## src/rtl/alu_muldiv_seq_if.sv

```systemverilog
// Handshake and operand/result bundle for the sequential multiply/divide unit.
// The master drives requests; the slave (the unit itself) returns status and results.
interface alu_muldiv_seq_if;
   logic        start;
   logic [1:0]  op;
   logic [31:0] a;
   logic [31:0] b;
   logic        busy;
   logic        done;
   logic [31:0] hi;
   logic [31:0] lo;
   logic        dz;

   modport master (output start, op, a, b, input busy, done, hi, lo, dz);
   modport slave  (input start, op, a, b, output busy, done, hi, lo, dz);
endinterface

```

## src/rtl/alu_muldiv_seq.sv

```systemverilog
// Sequential 32x32 multiply / 32/32 divide (signed and unsigned), one iteration per cycle.
// Define MULDIV_EARLY_EXIT_EN to skip the iteration phase for zero operands / zero divisor.
module alu_muldiv_seq (
   input  logic              clk,
   input  logic              reset,
   alu_muldiv_seq_if.slave   bus
);

   typedef enum logic [1:0] {IDLE, CALC, FIX, DONE} state_t;

   state_t      state, stateNext;
   logic [1:0]  opReg;
   logic [31:0] operand;
   logic [31:0] rawA;
   logic [63:0] acc;
   logic [4:0]  count;
   logic        negMain;
   logic        negRem;
   logic        divZero;
   logic [31:0] hiReg, loReg;
   logic        dzReg;

   logic        aNeg, bNeg;
   logic [31:0] aMag, bMag;
   logic        skipCalc;
   logic        isDiv;
   logic [32:0] addA, addB, sum;
   logic        noBorrow;
   logic [63:0] accNext;
   logic [63:0] prod;
   logic [31:0] quo, rem;
   logic [31:0] fixHi, fixLo;

   assign isDiv = opReg[1];

   // Operand conditioning at accept: op[0]=0 selects the signed variants.
   assign aNeg = ~bus.op[0] & bus.a[31];
   assign bNeg = ~bus.op[0] & bus.b[31];
   assign aMag = aNeg ? (~bus.a + 32'd1) : bus.a;
   assign bMag = bNeg ? (~bus.b + 32'd1) : bus.b;

`ifdef MULDIV_EARLY_EXIT_EN
   assign skipCalc = bus.op[1] ? (bus.b == 32'd0) : ((bus.a == 32'd0) || (bus.b == 32'd0));
`else
   assign skipCalc = 1'b0;
`endif

   // The one shared adder: add for shift-add multiply, subtract for restoring divide.
   always_comb begin
      addA     = isDiv ? {1'b0, acc[62:31]} : {1'b0, acc[63:32]};
      addB     = isDiv ? ~{1'b0, operand} : (acc[0] ? {1'b0, operand} : 33'd0);
      sum      = addA + addB + {32'd0, isDiv};
      noBorrow = acc[63] | ~sum[32];
      if (isDiv)
         accNext = {(noBorrow ? sum[31:0] : acc[62:31]), acc[30:0], noBorrow};
      else
         accNext = {sum, acc[31:1]};
   end

   // Sign correction and divide-by-zero override applied when loading the results.
   always_comb begin
      prod  = (!isDiv && negMain) ? (~acc + 64'd1) : acc;
      quo   = negMain ? (~acc[31:0] + 32'd1) : acc[31:0];
      rem   = negRem ? (~acc[63:32] + 32'd1) : acc[63:32];
      fixHi = prod[63:32];
      fixLo = prod[31:0];
      if (divZero) begin
         fixHi = rawA;
         fixLo = 32'hFFFF_FFFF;
      end else if (isDiv) begin
         fixHi = rem;
         fixLo = quo;
      end
   end

   always_ff @(posedge clk) begin
      if (reset)
         state <= IDLE;
      else
         state <= stateNext;
   end

   always_comb begin
      stateNext = state;
      case (state)
         IDLE: if (bus.start) stateNext = skipCalc ? FIX : CALC;
         CALC: if (count == 5'd31) stateNext = FIX;
         FIX:  stateNext = DONE;
         DONE: stateNext = IDLE;
         default: stateNext = IDLE;
      endcase
   end

   // Datapath registers; results change only in FIX so they survive until the next operation.
   always_ff @(posedge clk) begin
      if (reset) begin
         opReg   <= 2'd0;
         operand <= 32'd0;
         rawA    <= 32'd0;
         acc     <= 64'd0;
         count   <= 5'd0;
         negMain <= 1'b0;
         negRem  <= 1'b0;
         divZero <= 1'b0;
         hiReg   <= 32'd0;
         loReg   <= 32'd0;
         dzReg   <= 1'b0;
      end else begin
         case (state)
            IDLE: if (bus.start) begin
               opReg   <= bus.op;
               rawA    <= bus.a;
               operand <= bus.op[1] ? bMag : aMag;
               acc     <= skipCalc ? 64'd0 : {32'd0, (bus.op[1] ? aMag : bMag)};
               count   <= 5'd0;
               negMain <= aNeg ^ bNeg;
               negRem  <= aNeg;
               divZero <= bus.op[1] && (bus.b == 32'd0);
            end
            CALC: begin
               acc   <= accNext;
               count <= count + 5'd1;
            end
            FIX: begin
               hiReg <= fixHi;
               loReg <= fixLo;
               dzReg <= divZero;
            end
            default: ;
         endcase
      end
   end

   assign bus.busy = (state != IDLE);
   assign bus.done = (state == DONE);
   assign bus.hi   = hiReg;
   assign bus.lo   = loReg;
   assign bus.dz   = dzReg;

endmodule

```

## src/flat_wrapper.sv

```systemverilog
// flat-port wrapper written by rule: the top's interface ports become plain ports
module alu_muldiv_seq_flat 
  (clk, reset, bus_start, bus_op, bus_a, bus_b, bus_busy, bus_done, bus_hi, bus_lo, bus_dz);
  alu_muldiv_seq_if bus_i ();
  input  logic clk;
  input  logic reset;
  input wire logic [$bits(bus_i.start)-1:0] bus_start;
  input wire logic [$bits(bus_i.op)-1:0] bus_op;
  input wire logic [$bits(bus_i.a)-1:0] bus_a;
  input wire logic [$bits(bus_i.b)-1:0] bus_b;
  output wire logic [$bits(bus_i.busy)-1:0] bus_busy;
  output wire logic [$bits(bus_i.done)-1:0] bus_done;
  output wire logic [$bits(bus_i.hi)-1:0] bus_hi;
  output wire logic [$bits(bus_i.lo)-1:0] bus_lo;
  output wire logic [$bits(bus_i.dz)-1:0] bus_dz;
  assign bus_i.start = bus_start;
  assign bus_i.op = bus_op;
  assign bus_i.a = bus_a;
  assign bus_i.b = bus_b;
  assign bus_busy = bus_i.busy;
  assign bus_done = bus_i.done;
  assign bus_hi = bus_i.hi;
  assign bus_lo = bus_i.lo;
  assign bus_dz = bus_i.dz;
  alu_muldiv_seq u_core (.clk(clk), .reset(reset), .bus(bus_i));
endmodule
```

## config.mk

```make
export PLATFORM = sky130hd
export DESIGN_NAME = alu_muldiv_seq_flat
export DESIGN_NICKNAME = d
export VERILOG_FILES = /design/src/rtl/alu_muldiv_seq_if.sv /design/src/rtl/alu_muldiv_seq.sv /design/src/flat_wrapper.sv
export SDC_FILE = /design/constraint.sdc
export NUM_CORES = 1
export LEC_CHECK = 0
export CAP_MARGIN = 10
export CORE_MARGIN = 1
export CORE_UTILIZATION = 65
export CTS_CLUSTER_SIZE = 30
export DETAILED_ROUTE_END_ITERATION = 10
export DONT_BUFFER_PORTS = 1
export HOLD_SLACK_MARGIN = 0.1
export PLACE_DENSITY_LB_ADDON = 0.2
export SLEW_MARGIN = 20
export SYNTH_ARGS = -nofsm -noshare
export SYNTH_HDL_FRONTEND = slang
export SYNTH_SLANG_ARGS = --single-unit
```

## constraint.sdc

```tcl
create_clock -name clk -period 5.2 [get_ports clk]
set_input_delay 1.3 -clock clk [delete_from_list [all_inputs] [get_ports clk]]
set_output_delay 1.3 -clock clk [all_outputs]
set_load 0.02 [all_outputs]
```

# Word-level counts from Yosys, hierarchy flattened

Index checks and enable logic that the tools add are counted.

Output and inout port bits: 67
Input bits: 69
Flip-flop bits (word level): 205

Equality and inequality tests: 6
Add/sub/neg operators: 8
Reduce and logical (&&, ||, !) cells: 10
Bitwise logic cells: 12
Muxes and demuxes: 23

Operators with widths:

| kind                  | count |
|---|---|
| $mux 32               | 13 |
| $mux 64               | 3 |
| $add 32x1->32 const B | 4 |
| $not 32->32           | 4 |
| $pmux 64 s2           | 1 |
| $add 64x1->64 const B | 1 |
| $not 64->64           | 1 |
| $add 33x1->33         | 1 |
| $add 33x33->33        | 1 |
| $mux 33               | 1 |
| $not 32->33           | 1 |
| $logic_not 32->1      | 1 |
| $pmux 5 s2            | 1 |
| $pmux 2 s4            | 1 |
| $reduce_and 2->1      | 3 |
| $add 5x1->5 const B   | 1 |
| $eq 5x5->1 const B    | 1 |
| $mux 5                | 1 |
| $eq 2x2->1 const B    | 2 |
| $mux 2                | 2 |
| $reduce_bool 2->1     | 2 |
| $and 1x1->1           | 2 |
| $eq 2x1->1 const B    | 1 |
| $logic_and 1x1->1     | 2 |
| 7 further kinds       | 8 |

# Logic depth before layout (Yosys ltp)

Word-level depth: 9
Mapped depth: 19

# Worst setup path after synthesis

OpenSTA, ideal clock, no wires.

Path kind: flip-flop to flip-flop
Start: reg u_core.opReg[1]
End: reg u_core.acc[44]
Arrival: 4.285 ns
Buffers on the path: 5
Slack: 0.798 ns
Cell stages (with the launch flop): 20
Path through: dfxtp_1 > buf_6 > clkbuf_1 > clkbuf_1 > clkbuf_1 > nand2_1 > o21ai_0 > fa_1 > inv_1 > fa_1 > nand2b_1 > a21oi_1 > o21ai_1 > a2111oi_0 > a211oi_1 > o211ai_1 > buf_2 > mux2i_1 > mux2i_1 > a22o_1

Word-level cells in the longest chain between the ends: 8

Ends and longest elaborated chain:

| element                                   | RTL line                                   | text |
|---|---|---|
| from (decl)                               | alu_muldiv_seq.sv:12                       | `logic [1:0] opReg;` |
| from (signal assigned)                    | alu_muldiv_seq.sv:111                      | `opReg <= bus.op;` |
| $mux 32 / $mux 33 (equally long branches) | alu_muldiv_seq.sv:50, alu_muldiv_seq.sv:51 |  |
| $add 33x33->33                            | alu_muldiv_seq.sv:52                       | `sum = addA + addB + {32'd0, isDiv};` |
| $add 33x1->33                             | alu_muldiv_seq.sv:52                       |  |
| $not 1->1                                 | alu_muldiv_seq.sv:53                       | `noBorrow = acc[63] \| ~sum[32];` |
| $or 1x1->1                                | alu_muldiv_seq.sv:53                       |  |
| $mux 32                                   | alu_muldiv_seq.sv:55                       | `accNext = {(noBorrow ? sum[31:0] : acc[62:31]), acc[30:0], noBorrow};` |
| $mux 64 *                                 | alu_muldiv_seq.sv:54                       | `if (isDiv)` |
| $pmux 64 s2 *                             | alu_muldiv_seq.sv:109                      | `case (state)` |
| to (signal assigned)                      | alu_muldiv_seq.sv:114                      | `acc <= skipCalc ? 64'd0 : {32'd0, (bus.op[1] ? aMag : bMag)};` |
| to (signal assigned)                      | alu_muldiv_seq.sv:121                      | `acc <= accNext;` |
| to (decl)                                 | alu_muldiv_seq.sv:15                       | `logic [63:0] acc;` |

Mark *: on every way between the ends. The rest lies on a longest branch, timed or not.
A chain may end at the register's enable or synchronous reset.

# Final worst setup path

Same ends and word-level chain as after synthesis.

==> results.sh <==
export IMPL_status="finished, final reports clean"
export IMPL_vias_per_cell=6.75
export IMPL_layout_common_cells="nand2_1 (281), nor2_1 (217), dfxtp_1 (203), a21oi_1 (145), o21ai_0 (131)"
export IMPL_fmax_mhz=228
export IMPL_synth_cell_types=83
export IMPL_end_kind="register"
export IMPL_syn_avg_cell_area_um2=7.43
export IMPL_ys_ff_latch=204
export IMPL_cp_data_arrival_time_ns=4.79
export IMPL_die_width_um=152
export IMPL_drtAntennaViolNets=0
export IMPL_synth_xor_area_share_pct=8.84
export IMPL_totalNegativeSetupSlack_ns=0
export IMPL_port_buffers=0
export IMPL_htree_levels=1
export IMPL_min_to="u_core.rawA[26]"
export IMPL_ys_seq_area_share_pct=28.0
export IMPL_drcViolationCount=0
export IMPL_finalSetupViolCount=0
export IMPL_synth_compound_area_share_pct=25.4
export IMPL_reg2reg_to="u_core.acc[44]"
export IMPL_insertedDiodeCount=0
export IMPL_dr_pass1_iters=6
export IMPL_synth_top_family_by_area="compound AO/OA/AOI/OAI gates"
export IMPL_cts_tree="built"
export IMPL_post_cts_buffers=0
export IMPL_top_layer="met4"
export IMPL_synth_edff_count=0
export IMPL_io_pins=136
export IMPL_min_from="u_core.rawA[26]"
export IMPL_wire_per_inst_um=22.5
export IMPL_critPathMaxFanout=30
export IMPL_netlist_area_mm2=0.0146
export IMPL_hpwl_um=35800
export IMPL_cellPowerDensity_mw_per_mm2=512
export IMPL_die_area_mm2=0.0230
export IMPL_yosysWarningCount=0
export IMPL_drv_cap=0
export IMPL_cts_buffer_depth=3
export IMPL_drt_total_wl_um=48300
export IMPL_cts_hold_buf=0
export IMPL_hold_viol=0
export IMPL_wl_met2_um=19900
export IMPL_hold_class="register to register"
export IMPL_grt_pass1_wl_um=71300
export IMPL_fin_skew_ns=0.0158
export IMPL_core_area_mm2=0.0219
export IMPL_antenna_found_initial=0
export IMPL_die_h_um=152
export IMPL_grt_usage_pct=40.5
export IMPL_synthFlopType="dfxtp_1"
export IMPL_syn_num_nets=2073
export IMPL_slew_viol_final=0
export IMPL_routabilityCongestion=0.999
export IMPL_p_leak_nw=5.68
export IMPL_finalCriticalPeriod_ns=4.38
export IMPL_holdPathStages=2
export IMPL_slew_limit_headroom_pct=30.0
export IMPL_synthSimpleGateAreaFrac_pct=22.3
export IMPL_worst_ep_required_time_ns=5.61
export IMPL_area_delta_synth_final_pct=4.86
export IMPL_initial_utilization_pct=66.5
export IMPL_r2r_cells=15
export IMPL_synthArstFlopShare_pct=0
export IMPL_peakVddDrop_v=0.000423
export IMPL_tightest_slew_ns=1.05
export IMPL_yosys_area_share_adder_pct=3.88
export IMPL_muxShareOfSynthArea_pct=6.06
export IMPL_clkSlewWorstSetupHoldPaths_ns=0.06
export IMPL_rsz0062_at_grt="false"
export IMPL_reg2reg_from="u_core.opReg[1]"
export IMPL_globalRouteOverflowTotal=0
export IMPL_hold_ws_ns=0.460
export IMPL_num_vias=14486
export IMPL_drive_gt1_share_pct=7.39
export IMPL_critPathKind="register to register"
export IMPL_startpoint_type="register"
export IMPL_wl_met1_um=20800
export IMPL_drt_first_iter_violations=1582
export IMPL_netlist_instances=1960
export IMPL_clk_latency_ns=0.53
export IMPL_grt_pass1_vias=12370
export IMPL_final_common_cell="nand2_1"
export IMPL_fin_crit_sh_pct=84.3
export IMPL_routed_wl_met3_um=6150
export IMPL_cts_root_buf="clkbuf_16"
export IMPL_fin_nets=1962
export IMPL_grt_max_degree=171
export IMPL_numClockSinks=204
export IMPL_rows=54
export IMPL_rrSetupSlack_ns=0.82
export IMPL_post_cts_resized=0
export IMPL_cts_made_buffers=24
power by group:
| group | internal, W | switching (W) | total [W] | leakage, nW |
|---|---|---|---|---|
| clock network | 0.00112 | 0.000710 | 0.00183 | 0.422 |
| logic | 0.00115 | 0.00215 | 0.00330 | 3.59 |
| registers | 0.00198 | 0.000721 | 0.00270 | 1.67 |
metal layers:
layer | global-route usage [%] | up-vias
li1 | - | 6805
met1 | 59.2 | 6779
met2 | 57.7 | 818
met3 | 9.73 | 84
met4 | 12.3 | 0
met5 | 0 | -
sequential cells by signal, summed over array words and instances, names as in the netlist:
name	flops
u_core.count	5
u_core.acc	64
u_core.state	2
u_core.bus.dz	1
u_core.negRem	1
u_core.bus.lo	32
u_core.negMain	1
u_core.bus.hi	32
u_core.rawA	32
u_core.operand	32
u_core.divZero	1
u_core.opReg	1
logic make-up after synthesis:
group                      after synthesis
DFF                                    204
xor gates and xnor gates               147
AOI/OAI and AO/OA                      584
muxes                                   83
and+or+nand+nor                        710
adders and majority gates               44
buffers and inverters                  188
final cells by class:
cell class,instances,area [µm²]
multi-input cells,1568,9710
fillers,1889,6620
flip-flops and latches,204,4090
clock buffers,31,677
well taps,280,350
clock inverters,13,185
repair buffers,19,143
inverters,32,120
worst max-delay path, stage by stage (launching register included):
cell	delay, ns
dfxtp_4	0.45
inv_1	0.24
o21ai_0	0.39
fa_1	0.26
inv_1	0.05
fa_1	0.39
nand2b_1	0.18
a21oi_1	0.32
o21ai_1	0.18
a2111oi_0	0.48
a211oi_1	0.20
o211ai_1	0.20
buf_4	0.37
mux2i_1	0.23
mux2i_1	0.10
a22o_1	0.21
worst max-delay path by stage:
stage                     from              to  slack (ns)  cells after the start
3_3_place_gp   u_core.opReg[1]  u_core.acc[44]        1.08                     15
5_1_grt        u_core.opReg[1]  u_core.acc[44]        0.51                     15
4_1_cts        u_core.opReg[1]  u_core.acc[44]        0.91                     15
6_report       u_core.opReg[1]  u_core.acc[44]        0.82                     15
2_1_floorplan  u_core.opReg[1]  u_core.acc[44]        0.80                     19
3_5_place_dp   u_core.opReg[1]  u_core.acc[44]        0.94                     15
stage by stage:
step | setup slack, ns | cells | power (W) | area (µm²) | util (%)
4_1_cts | 0.907 | 2147 | 0.00772 | 15300 | 69.8
6_report | 0.816 | 2147 | 0.00782 | 15300 | 69.8
2_1_floorplan | 0.798 | 1960 | 0.00502 | 14600 | -
3_3_place_gp | 1.08 | 2103 | 0.00582 | 14400 | 65.8
5_1_grt | 0.513 | 2147 | 0.00824 | 15300 | 69.8
3_5_place_dp | 0.942 | 2103 | 0.00590 | 14400 | 65.8
synth_stat cells (all sizes together), types with 19 or more instances:
cell type,number,area [µm²]
dfxtp,204,4080
or4,20,161
o211ai,25,188
nor2,220,828
mux2i,42,420
o21ai,157,786
buf,26,163
clkbuf,129,504
nand2,283,1060
a31oi,32,200
xnor2,63,552
inv,31,116
nor3,55,280
a21oi,146,731
xor2,84,736
nand3,19,95.1
a211oi,77,578
o31ai,22,175
ha,42,526
a21o,24,180
mux2,41,462
No activity file was read; power rests on OpenSTA's default activity.
